$ cat src/rtl/ddr_write_issuer_if.sv
// DDR controller write port: AW, W and B channels.
// master = issuer side, slave = controller side.
interface ddr_write_issuer_if #(
  parameter int ADDR_W = 32,
  parameter int LEN_W  = 8,
  parameter int DATA_W = 512
);
  logic              awvalid;
  logic              awready;
  logic [ADDR_W-1:0] awaddr;
  logic [LEN_W-1:0]  awlen;
  logic              wvalid;
  logic              wready;
  logic [DATA_W-1:0] wdata;
  logic              wlast;
  logic              bvalid;
  logic              bready;
  logic [1:0]        bresp;

  modport master (
    output awvalid, awaddr, awlen,
    output wvalid, wdata, wlast, bready,
    input  awready, wready, bvalid, bresp
  );

  modport slave (
    input  awvalid, awaddr, awlen,
    input  wvalid, wdata, wlast, bready,
    output awready, wready, bvalid, bresp
  );
endinterface

$ cat src/rtl/ddr_write_issuer.sv
// Pops write descriptors and issues one AW+W burst each to DDR.
// Optional DDR_WR_RESP_CHECK_EN: sticky err on bad/stray B responses.
module ddr_write_issuer #(
  parameter int ADDR_W          = 32,
  parameter int LEN_W           = 8,
  parameter int DATA_W          = 512,
  parameter int MAX_OUTSTANDING = 8
) (
  input  logic                            clk,
  input  logic                            rst_n,
  input  logic                            info_empty,
  output logic                            info_rd_en,
  input  logic [ADDR_W-1:0]               info_addr,
  input  logic [LEN_W-1:0]                info_len,
  input  logic                            s_wvalid,
  output logic                            s_wready,
  input  logic [DATA_W-1:0]               s_wdata,
  ddr_write_issuer_if.master              ddr,
  output logic [$clog2(MAX_OUTSTANDING):0] outstanding,
  output logic [31:0]                     done_cnt,
  output logic                            busy,
  output logic                            err
);
  localparam int OUT_W = $clog2(MAX_OUTSTANDING) + 1;

  localparam logic [2:0] IDLE = 3'd0;
  localparam logic [2:0] POP  = 3'd1;
  localparam logic [2:0] LOAD = 3'd2;
  localparam logic [2:0] ADDR = 3'd3;
  localparam logic [2:0] DATA = 3'd4;

  logic [2:0]        state;
  logic [2:0]        state_nx;
  logic [LEN_W-1:0]  beat;
  logic [ADDR_W-1:0] awaddr_q;
  logic [LEN_W-1:0]  awlen_q;
  logic              bready_q;
  logic              aw_hs;
  logic              w_hs;
  logic              b_hs;
  logic              b_ok;

  assign aw_hs = ddr.awvalid && ddr.awready;
  assign w_hs  = ddr.wvalid && ddr.wready;
  assign b_hs  = ddr.bvalid && ddr.bready;
  assign b_ok  = b_hs && (outstanding != '0);

  assign info_rd_en  = (state == POP);
  assign ddr.awvalid = (state == ADDR);
  assign ddr.awaddr  = awaddr_q;
  assign ddr.awlen   = awlen_q;
  assign ddr.wvalid  = (state == DATA) && s_wvalid;
  assign s_wready    = (state == DATA) && ddr.wready;
  assign ddr.wdata   = s_wdata;
  assign ddr.wlast   = (state == DATA) && (beat == awlen_q);
  assign ddr.bready  = bready_q;
  assign busy        = (state != IDLE) || (outstanding != '0);

  always_comb begin
    state_nx = state;
    unique case (1'b1)
      state == IDLE:
        if (!info_empty && outstanding < OUT_W'(MAX_OUTSTANDING))
          state_nx = POP;
      state == POP:  state_nx = LOAD;
      state == LOAD: state_nx = ADDR;
      state == ADDR: if (aw_hs) state_nx = DATA;
      state == DATA: if (w_hs && ddr.wlast) state_nx = IDLE;
      default:       state_nx = IDLE;
    endcase
  end

  always_ff @(posedge clk or negedge rst_n) begin
    if (!rst_n) begin
      state    <= IDLE;
      beat     <= '0;
      awaddr_q <= '0;
      awlen_q  <= '0;
      bready_q <= 1'b0;
    end else begin
      state    <= state_nx;
      bready_q <= 1'b1;
      if (state == LOAD) begin
        awaddr_q <= info_addr;
        awlen_q  <= info_len;
        beat     <= '0;
      end else if (w_hs) begin
        beat <= beat + LEN_W'(1);
      end
    end
  end

  // A stray B (nothing outstanding) neither underflows nor counts.
  always_ff @(posedge clk or negedge rst_n) begin
    if (!rst_n) begin
      outstanding <= '0;
      done_cnt    <= '0;
    end else begin
      if (aw_hs && !b_ok)
        outstanding <= outstanding + OUT_W'(1);
      else if (!aw_hs && b_ok)
        outstanding <= outstanding - OUT_W'(1);
      if (b_ok)
        done_cnt <= done_cnt + 32'd1;
    end
  end

`ifdef DDR_WR_RESP_CHECK_EN
  logic err_q;

  always_ff @(posedge clk or negedge rst_n) begin
    if (!rst_n)
      err_q <= 1'b0;
    else if (b_hs && (ddr.bresp != 2'b00 || outstanding == '0))
      err_q <= 1'b1;
  end

  assign err = err_q;
`else
  logic unused_bresp;

  assign unused_bresp = ^ddr.bresp;
  assign err          = 1'b0;
`endif
endmodule

$ cat src/flat_wrapper.sv
// flat-port wrapper written by rule: the top's interface ports become plain ports
module ddr_write_issuer_flat 
#(
  parameter int ADDR_W          = 32,
  parameter int LEN_W           = 8,
  parameter int DATA_W          = 512,
  parameter int MAX_OUTSTANDING = 8
)
  (clk, rst_n, info_empty, info_rd_en, info_addr, info_len, s_wvalid, s_wready, s_wdata, outstanding, done_cnt, busy, err, ddr_awvalid, ddr_awaddr, ddr_awlen, ddr_wvalid, ddr_wdata, ddr_wlast, ddr_bready, ddr_awready, ddr_wready, ddr_bvalid, ddr_bresp);
  ddr_write_issuer_if #(.ADDR_W(ADDR_W), .LEN_W(LEN_W), .DATA_W(DATA_W)) ddr_i ();
  input  logic clk;
  input  logic rst_n;
  input  logic info_empty;
  output logic info_rd_en;
  input  logic [ADDR_W-1:0] info_addr;
  input  logic [LEN_W-1:0] info_len;
  input  logic s_wvalid;
  output logic s_wready;
  input  logic [DATA_W-1:0] s_wdata;
  output logic [$clog2(MAX_OUTSTANDING):0] outstanding;
  output logic [31:0] done_cnt;
  output logic busy;
  output logic err;
  output wire logic [$bits(ddr_i.awvalid)-1:0] ddr_awvalid;
  output wire logic [$bits(ddr_i.awaddr)-1:0] ddr_awaddr;
  output wire logic [$bits(ddr_i.awlen)-1:0] ddr_awlen;
  output wire logic [$bits(ddr_i.wvalid)-1:0] ddr_wvalid;
  output wire logic [$bits(ddr_i.wdata)-1:0] ddr_wdata;
  output wire logic [$bits(ddr_i.wlast)-1:0] ddr_wlast;
  output wire logic [$bits(ddr_i.bready)-1:0] ddr_bready;
  input wire logic [$bits(ddr_i.awready)-1:0] ddr_awready;
  input wire logic [$bits(ddr_i.wready)-1:0] ddr_wready;
  input wire logic [$bits(ddr_i.bvalid)-1:0] ddr_bvalid;
  input wire logic [$bits(ddr_i.bresp)-1:0] ddr_bresp;
  assign ddr_awvalid = ddr_i.awvalid;
  assign ddr_awaddr = ddr_i.awaddr;
  assign ddr_awlen = ddr_i.awlen;
  assign ddr_wvalid = ddr_i.wvalid;
  assign ddr_wdata = ddr_i.wdata;
  assign ddr_wlast = ddr_i.wlast;
  assign ddr_bready = ddr_i.bready;
  assign ddr_i.awready = ddr_awready;
  assign ddr_i.wready = ddr_wready;
  assign ddr_i.bvalid = ddr_bvalid;
  assign ddr_i.bresp = ddr_bresp;
  ddr_write_issuer #(.ADDR_W(ADDR_W), .LEN_W(LEN_W), .DATA_W(DATA_W), .MAX_OUTSTANDING(MAX_OUTSTANDING)) u_core (.clk(clk), .rst_n(rst_n), .info_empty(info_empty), .info_rd_en(info_rd_en), .info_addr(info_addr), .info_len(info_len), .s_wvalid(s_wvalid), .s_wready(s_wready), .s_wdata(s_wdata), .ddr(ddr_i), .outstanding(outstanding), .done_cnt(done_cnt), .busy(busy), .err(err));
endmodule
$ cat config.mk
export PLATFORM = sky130hd
export DESIGN_NAME = ddr_write_issuer_flat
export DESIGN_NICKNAME = d
export VERILOG_FILES = /design/src/rtl/ddr_write_issuer_if.sv /design/src/rtl/ddr_write_issuer.sv /design/src/flat_wrapper.sv
export SDC_FILE = /design/constraint.sdc
export NUM_CORES = 1
export LEC_CHECK = 0
export CAP_MARGIN = 20
export CORE_AREA = 10 10 443 445
export CTS_BUF_LIST = sky130_fd_sc_hd__clkbuf_8
export DETAILED_ROUTE_END_ITERATION = 7
export DIE_AREA = 0 0 453 455
export SLEW_MARGIN = 20
export SYNTH_ARGS = -nofsm -noshare
export SYNTH_HDL_FRONTEND = slang
export SYNTH_SLANG_ARGS = --single-unit
$ cat constraint.sdc
create_clock -name clk -period 2.2 [get_ports clk]
set_input_delay 0.22 -clock clk [delete_from_list [all_inputs] [get_ports clk]]
set_output_delay 0.22 -clock clk [all_outputs]
set_load 0.02 [all_outputs]
=== Yosys cells after proc, flatten, opt, wreduce, memory -nomap -nowiden ===
Cells that the tools add are included.

* Bits of input ports: 561
* Flip-flop bits (word level): 88
* Output and inout bits: 596

* Add/subtract/negate cells: 4
* Mux-type cells: 8
* Reductions and logical operators: 21
* Magnitude comparators: 1
* Eq/ne operators: 8

{| class="wikitable"
|+ Operators by type and width
! cell !! number
|-
| adder 32 x 1 -> 32 bit, second input constant || 1
|-
| 2-to-1 mux 8 bit || 2
|-
| case mux 3 bit (5 select lines) || 1
|-
| logical AND 1 bit || 11
|-
| 2-to-1 mux 3 bit || 3
|-
| adder 8 x 1 -> 8 bit, second input constant || 1
|-
| equality test 8 bit || 1
|-
| 2-to-1 mux 4 bit || 2
|-
| equality test 3 x 2 -> 1 bit, second input constant || 2
|-
| inequality test 2 bit, second input constant || 3
|-
| adder 4 x 1 -> 4 bit, second input constant || 1
|-
| < comparator 4 bit, second input constant || 1
|-
| nonzero test 2 bit || 2
|-
| nonzero test 4 bit || 1
|-
| subtractor 4 x 1 -> 4 bit, second input constant || 1
|-
| equality test 3 x 1 -> 1 bit, second input constant || 1
|-
| equality test 3 bit, second input constant || 1
|-
| zero test 1 bit || 3
|-
| zero test 3 bit || 1
|-
| AND reduction 3 bit || 1
|-
| nonzero test 3 bit || 1
|-
| logical OR 1 bit || 1
|}

=== Longest topological paths before layout ===
Gate-level depths: netlist (run 1).

* Word-level depth: 6
* Mapped depth: 10

=== Worst setup path before layout (run 1) ===
OpenSTA, ideal clock, no wires.

* Path kind: register to register
* From: reg u_core.outstanding[1]
* To: reg u_core.outstanding[3]
* Cell stages (with the launch flop): 11
* Path buffers: 0
* Period minus slack after synthesis: 2.443 ns
* Arrival: 2.310 ns
* Setup time: 0.133 ns
* Required time: 2.067 ns
* Setup slack: -0.243 ns
* Cells stage by stage: dfrtp_1 -> nor4_4 -> nor2_1 -> inv_1 -> ha_1 -> inv_1 -> ha_1 -> a21o_1 -> a21oi_1 -> mux2i_1 -> xnor2_1

* Cells in the longest elaborated chain, start to end: 5

{| class="wikitable"
|+ Ends and longest elaborated chain
! what !! RTL line !! source
|-
| from (decl) || ddr_write_issuer.sv:19 || <nowiki>output logic [$clog2(MAX_OUTSTANDING):0] outstanding,</nowiki>
|-
| from (signal assigned) || ddr_write_issuer.sv:100 || <nowiki>outstanding <= outstanding + OUT_W'(1);</nowiki>
|-
| from (signal assigned) || ddr_write_issuer.sv:102 || <nowiki>outstanding <= outstanding - OUT_W'(1);</nowiki>
|-
| branches (longest 5 deep; another with subtractor 4 x 1 -> 4 bit) || -- ||
|}

Several ways; the timed one is not identified. The select of a mux whose other input is x is not followed.
A chain may end at the register's enable or synchronous reset.

=== Worst setup path in the final report (run 1) ===
* From: reg u_core.outstanding[3]
* To: reg u_core.outstanding[3]

Same word-level chain as after synthesis.

==> metrics.cfg, run 1 <==
[status]
status=finished, final reports clean

[critical_path]
cp_slowest_cell=sky130_fd_sc_hd__dfrtp_2
cp_data_required_time_ps=2550
worstPathArrival_ps=2510
start_kind=flip-flop
path_class=reg2reg
timing.critical_path.buf_inv=2
path_max_fanout=4
cp-end-kind=flip-flop
critical_path.top_delay_family=flip-flops
critical_path_most_common_cell=sky130_fd_sc_hd__ha_4
worst_path_largest_cell_delay_ps=460
crit_chain=nor4_4 -> nor2_2 -> inv_2 -> ha_4 -> inv_4 -> ha_4 -> a21o_1 -> a21oi_2 -> mux2i_1 -> xnor2_1

[layout]
flow.area_growth_from_synthesis_pct=11.96
finish.utilization=0.04681
final_net_count=1031
fill_cells=22024
drive_gt1_frac=0.2281

[synthesis]
avgSynthCellArea_um2=9.476
yosysSeqAreaShare=0.2813
synthFlopType=sky130_fd_sc_hd__dfrtp_1
netlist_instances=826
ys_async_sr_fraction=1.000
yosys_register_bits=88
post_synth_instance_area_um2=7828
synth_edf_count=0
post_synth_num_cell_types=38
synth_nets=1393
yosysWarnings=0

[routing]
first_pass_iters=4
post_detailed_route_count_of_antenna_violating_nets=0
route.detailed.drc=0
wirelength_um=116400
viasPerCell=1.428
vias=4243
routed_wire_length_per_instance_um=39.16
drtIter0Drc=265

[floorplan]
die_height_um=455
dieArea_um2=206100
floorplan.rows=159
core_area_um2=187200
initial_core_util=0.04181
dieWidth_um=453
top_level_ports=1157

[grt]
grt_first_pass_wirelength_um=124800
grt_max_degree=66
grt_antenna_before_repair=26
first_global_vias=4201
grt_remaining_overflow=0
track_usage=0.1067

[sta]
final_hold_viol_count=0
tns_ps=0
timing.final.crit_share=0.9781
period_minus_slack_ps=2152
worst_slew_margin_rel=0.6055
finClkSkew_ps=11.44
maxSlewViolCount=0
setup_viol_count_final=0
fmaxAchievable_mhz=464.7
worst-slew-pin-transition_ps=590.0

[job]
max_cap_violations=0

[place]
dpl.hpwl_um=111100
place.gp.congestion=0.7931
placement.io_buffers=129

[clock_tree]
cts_htree_levels=3
clk_pin_slew_worst_paths_ps=110
clock_sink_count=88
tritoncts=done
clk_root_buffer_cell=sky130_fd_sc_hd__clkbuf_8
clk-insertion-delay-late_ps=440
clk_path_buf_depth=2
cts_buffers=9

[pwr]
cellPowerDensity_nw_per_um2=877.4
vdd_drop_max_uv=386.0
leakage_nw=2.393

[hold_path]
holdCritPathClass=in2async

kinds of logic (layout without fill, tap and decap cells):
family | count (synthesis) | after routing | synth area share
buffers and inverters | 526 | 169 | 0.5021
AND/OR/NAND/NOR | 106 | 106 | 0.08456
flip-flops | 88 | 88 | 0.2813
XOR/XNOR | 48 | 48 | 0.05371
multiplexers | 43 | 43 | 0.06170
AO/OA/AOI/OAI | 7 | 7 | 0.005115
adder cells (fa/ha/maj) | 6 | 6 | 0.01055
other | 2 | 10 | 0.0009594
worst reg2reg max path, cell delays in order (launching register included):
cell	delay (ps)
sky130_fd_sc_hd__dfrtp_2	460
sky130_fd_sc_hd__nor4_4	360
sky130_fd_sc_hd__nor2_2	100
sky130_fd_sc_hd__inv_2	80
sky130_fd_sc_hd__ha_4	150
sky130_fd_sc_hd__inv_4	50
sky130_fd_sc_hd__ha_4	200
sky130_fd_sc_hd__a21o_1	160
sky130_fd_sc_hd__a21oi_2	150
sky130_fd_sc_hd__mux2i_1	240
sky130_fd_sc_hd__xnor2_1	140
worst paths after layout:
check | from | endpoint | slack, ps | cells after the start
setup / recovery | u_core.outstanding[3]$_DFFE_PN0P_ | u_core.outstanding[3]$_DFFE_PN0P_ | 50 | 10
setup reg to reg | u_core.outstanding[3]$_DFFE_PN0P_ | u_core.outstanding[3]$_DFFE_PN0P_ | 50 | 10
hold reg to reg | u_core.done_cnt[26]$_DFFE_PN0P_ | u_core.done_cnt[26]$_DFFE_PN0P_ | 510 | 1
hold / removal | rst_n | u_core.beat[6]$_DFFE_PN0P_ | 220 | 2
max in group asynchronous | rst_n | u_core.ddr.awlen[2]$_DFFE_PN0P_ | 1180 | 3
min in group clk | info_addr[22] | u_core.ddr.awaddr[22]$_DFFE_PN0P_ | 390 | 2
stage by stage:
stage | cell area [um^2] | setup slack [ps] | instances | power (mW) | hold WS [ps]
floorplan | 7851 | -11.55 | 826 | 5.762 | -75.59
global placement | 8508 | -4.753 | 2944 | 6.630 | 147.7
detailed placement | 8508 | -25.46 | 2944 | 6.687 | 148.1
CTS | 8703 | 5.114 | 2961 | 7.975 | 144.4
global route | 8748 | -3.500 | 2966 | 8.183 | 211.3
finish | 8763 | 48.25 | 2972 | 7.689 | 220.4
state kept, by name, indices dropped and copies added, names as in the netlist:
signal and count:
u_core.ddr.awlen 8, u_core.outstanding 4, u_core.state 3, u_core.ddr.awaddr 32, u_core.done_cnt 32, u_core.beat 8
u_core.ddr.bready 1
cells in the final DEF (no fill, tap or decap), types with 6 or more instances in the layout:
master,n
sky130_fd_sc_hd__and3_1,6
sky130_fd_sc_hd__buf_4,27
sky130_fd_sc_hd__clkbuf_8,11
sky130_fd_sc_hd__clkdlybuf4s50_1,117
sky130_fd_sc_hd__dfrtp_1,82
sky130_fd_sc_hd__dfrtp_2,6
sky130_fd_sc_hd__diode_2,8
sky130_fd_sc_hd__mux2_2,42
sky130_fd_sc_hd__nand2_1,15
sky130_fd_sc_hd__nand3_1,16
sky130_fd_sc_hd__nand4_1,23
sky130_fd_sc_hd__nor2_1,14
sky130_fd_sc_hd__nor3_1,6
sky130_fd_sc_hd__xnor2_1,39
sky130_fd_sc_hd__xor2_1,9
synth_stat cells, types with 2 or more instances:
cell	instances	share of area
sky130_fd_sc_hd__o21ai_0	2	0.0013
sky130_fd_sc_hd__ha_1	5	0.0080
sky130_fd_sc_hd__nand3_1	16	0.010
sky130_fd_sc_hd__nor2_1	15	0.0072
sky130_fd_sc_hd__and4_1	5	0.0056
sky130_fd_sc_hd__and3_1	6	0.0048
sky130_fd_sc_hd__nand2_1	15	0.0072
sky130_fd_sc_hd__nor4_4	3	0.0082
sky130_fd_sc_hd__inv_1	2	0.00096
sky130_fd_sc_hd__buf_2	6	0.0038
sky130_fd_sc_hd__buf_6	2	0.0029
sky130_fd_sc_hd__conb_1	2	0.00096
sky130_fd_sc_hd__and2_1	4	0.0032
sky130_fd_sc_hd__xor2_1	9	0.010
sky130_fd_sc_hd__buf_4	515	0.49
sky130_fd_sc_hd__mux2_2	42	0.060
sky130_fd_sc_hd__xnor2_1	39	0.044
sky130_fd_sc_hd__dfrtp_1	88	0.28
sky130_fd_sc_hd__a21oi_1	3	0.0019
sky130_fd_sc_hd__nand4_1	23	0.018
sky130_fd_sc_hd__nor3_1	7	0.0045
timing repair:
| action | in CTS | in global routing |
|---|---|---|
| hold buffers | 1 | 0 |
| cloned | 0 | 0 |
| pin swaps | 0 | 4 |
| buffers inserted | 0 | 3 |
| gates resized for setup | 6 | 4 |
| hold endpoints to repair | 23 | 0 |
| setup endpoints to repair | 7 | 3 |
routing by layer:
metal / wire, um / global-route usage / part of all wire
met1: 14770 / 0.03990 / 0.13
met2: 59720 / 0.1917 / 0.51
met3: 37560 / 0.1619 / 0.32
met4: 3784 / 0.03509 / 0.033
met5: 555 / 0.01746 / 0.0048
power breakdown:
group / internal [mW] / leakage (nW) / switching [mW]
sequential: 2.14 / 1.11 / 0.508
combinational: 1.86 / 1.19 / 1.99
clock: 0.469 / 0.0946 / 0.726
area by class of cell:
cell class,instances,area [um^2],share of cell area
tap,2495,3122,0.3562
sequential,88,2210,0.2521
multi-input combinational,212,1738,0.1983
timing repair buffer,151,1481,0.1690
clock buffer,11,151.4,0.01728
clock inverter,5,31.28,0.003569
antenna,8,20.02,0.002284
inverter,2,10.01,0.001142
(Power assumes the default switching activity.)
==> inputs of run 2 (changes only) <==
==> constraint.sdc (replaced) <==
create_clock -name clk -period 1.9 [get_ports clk]
set_input_delay 0.19 -clock clk [delete_from_list [all_inputs] [get_ports clk]]
set_output_delay 0.19 -clock clk [all_outputs]
set_load 0.02 [all_outputs]
==> metrics.cfg, run 2 (synthesis gave the netlist of run 1 again) <==
[status]
status=finished with violations
violations=negative setup slack

[place]
placed_area_um2=8716
inst_count_dp=2958
dpl.hpwl_um=114200
place.gp.congestion=0.8079
placement.io_buffers=129
placement.setup.worst_slack_ps=-262.4

[routing]
viasPerCell=1.445
drtIter0Drc=250
vias=4320
routed_wire_length_per_instance_um=40.24
top_layer_used=met5
route.detailed.drc=0
wirelength_met1_um=14020
met2_length_um=60930
wirelength_um=120300
post_detailed_route_count_of_antenna_violating_nets=0
first_pass_iters=4
dr_wl_met3_um=40250

[critical_path]
path_class=reg2reg
worst_path_largest_cell_delay_ps=430
start_kind=flip-flop
cp_data_required_time_ps=2260
critical_path_most_common_cell=sky130_fd_sc_hd__ha_4
cp_slowest_cell=sky130_fd_sc_hd__dfrtp_2
critical_path.top_delay_family=flip-flops
cp-end-kind=flip-flop
ff2ff_setup_slack_ps=-130
path_max_fanout=3
crit_chain=nor4_4 -> nor2_2 -> inv_2 -> ha_4 -> inv_4 -> ha_4 -> a21o_1 -> a21oi_2 -> mux2i_1 -> xnor2_1
timing.critical_path.buf_inv=2
worstPathArrival_ps=2390

[floorplan]
initial_core_util=0.04181
top_level_ports=1157
floorplan.rows=159
dieWidth_um=453
die_height_um=455
core_area_um2=187200
dieArea_um2=206100

[layout]
flow.area_growth_from_synthesis_pct=15.54
post_layout_nonfiller_instances=2989
layout_common_cells=108 x sky130_fd_sc_hd__clkdlybuf4s50_1, 85 x sky130_fd_sc_hd__dfrtp_1, 42 x sky130_fd_sc_hd__mux2_2
drive_gt1_frac=0.2675
final_common_cell=sky130_fd_sc_hd__clkdlybuf4s50_1
final_net_count=1048
finish.instance_area_um2=9044
finish.utilization=0.04831

[sta]
setup_viol_count_final=3
final_hold_viol_count=0
whs_ps=149.5
tns_ps=-332.3
worst_slack_ps=-133.1
fmaxAchievable_mhz=491.9
maxSlewViolCount=0
period_minus_slack_ps=2033
unrepaired_setup_endpoints_after_global_routing=yes
finClkSkew_ps=42.86
timing.final.crit_share=1.070

[clock_tree]
cts_buffers=9
tritoncts=done
clk_path_buf_depth=2
clk-insertion-delay-late_ps=470
clk_pin_slew_worst_paths_ps=110
cts_htree_levels=3
clk_root_buffer_cell=sky130_fd_sc_hd__clkbuf_8
clock_sink_count=88

[hold_path]
holdCritPathClass=in2async

[pwr]
vdd_drop_max_uv=593.2
leakage_nw=2.582
power_mw=9.388
cellPowerDensity_nw_per_um2=1038

[grt]
grt_first_pass_wirelength_um=129300
grt_remaining_overflow=0
track_usage=0.1103
first_global_vias=4327
grt_max_degree=46
grt_antenna_before_repair=28

[job]
max_cap_violations=0

[run 2: layout make-up]
class | instances | area (um^2)
multi-input cells | 212 | 1778
clock buffers | 9 | 123.9
fillers | 21984 | 178200
repair buffers | 168 | 1695
clock inverters | 7 | 88.84
inverters | 2 | 10.01
flip-flops and latches | 88 | 2206
diodes | 8 | 20.02
well taps | 2495 | 3122
[run 2: worst paths after layout]
path                                                    from                                 to  cells past startpoint
max                        u_core.outstanding[3]$_DFFE_PN0P_  u_core.outstanding[3]$_DFFE_PN0P_                     10
min in group clk                                info_addr[1]   u_core.ddr.awaddr[1]$_DFFE_PN0P_                      2
min                                                    rst_n  u_core.ddr.awaddr[12]$_DFFE_PN0P_                      2
max in group asynchronous                              rst_n  u_core.ddr.awaddr[21]$_DFFE_PN0P_                      3
min reg2reg                  u_core.done_cnt[31]$_DFFE_PN0P_    u_core.done_cnt[31]$_DFFE_PN0P_                      1
max reg2reg                u_core.outstanding[3]$_DFFE_PN0P_  u_core.outstanding[3]$_DFFE_PN0P_                     10
[run 2: worst reg2reg max path: stages, from the launching register on]
cell                      delay [ps]
sky130_fd_sc_hd__dfrtp_2         430
sky130_fd_sc_hd__nor4_4          310
sky130_fd_sc_hd__nor2_2           90
sky130_fd_sc_hd__inv_2            70
sky130_fd_sc_hd__ha_4            140
sky130_fd_sc_hd__inv_4            50
sky130_fd_sc_hd__ha_4            190
sky130_fd_sc_hd__a21o_1          160
sky130_fd_sc_hd__a21oi_2         130
sky130_fd_sc_hd__mux2i_1         240
sky130_fd_sc_hd__xnor2_1         140
[run 2: per-layer routing]
layer / global-route usage / vias up
li1: - / 1459
met1: 0.03897 / 1804
met2: 0.1960 / 903
met3: 0.1715 / 146
met4: 0.04384 / 8
met5: 0.003905 / -
[run 2: where the power goes]
| group | total [mW] | internal, mW | switching, mW |
|---|---|---|---|
| Sequential | 2.85 | 2.47 | 0.380 |
| Combinational | 4.93 | 2.44 | 2.49 |
| Clock | 1.61 | 0.638 | 0.975 |
| Total | 9.39 | 5.55 | 3.84 |
[run 2: repair_timing]
| action | 4_1_cts | 5_1_grt |
|---|---|---|
| gates resized for setup | 23 | 2 |
| buffers inserted | 5 | 3 |
| pin swaps | 4 | 3 |
| hold endpoints to repair | 88 | 0 |
| setup endpoints to repair | 15 | 11 |
| hold buffers | 1 | 0 |
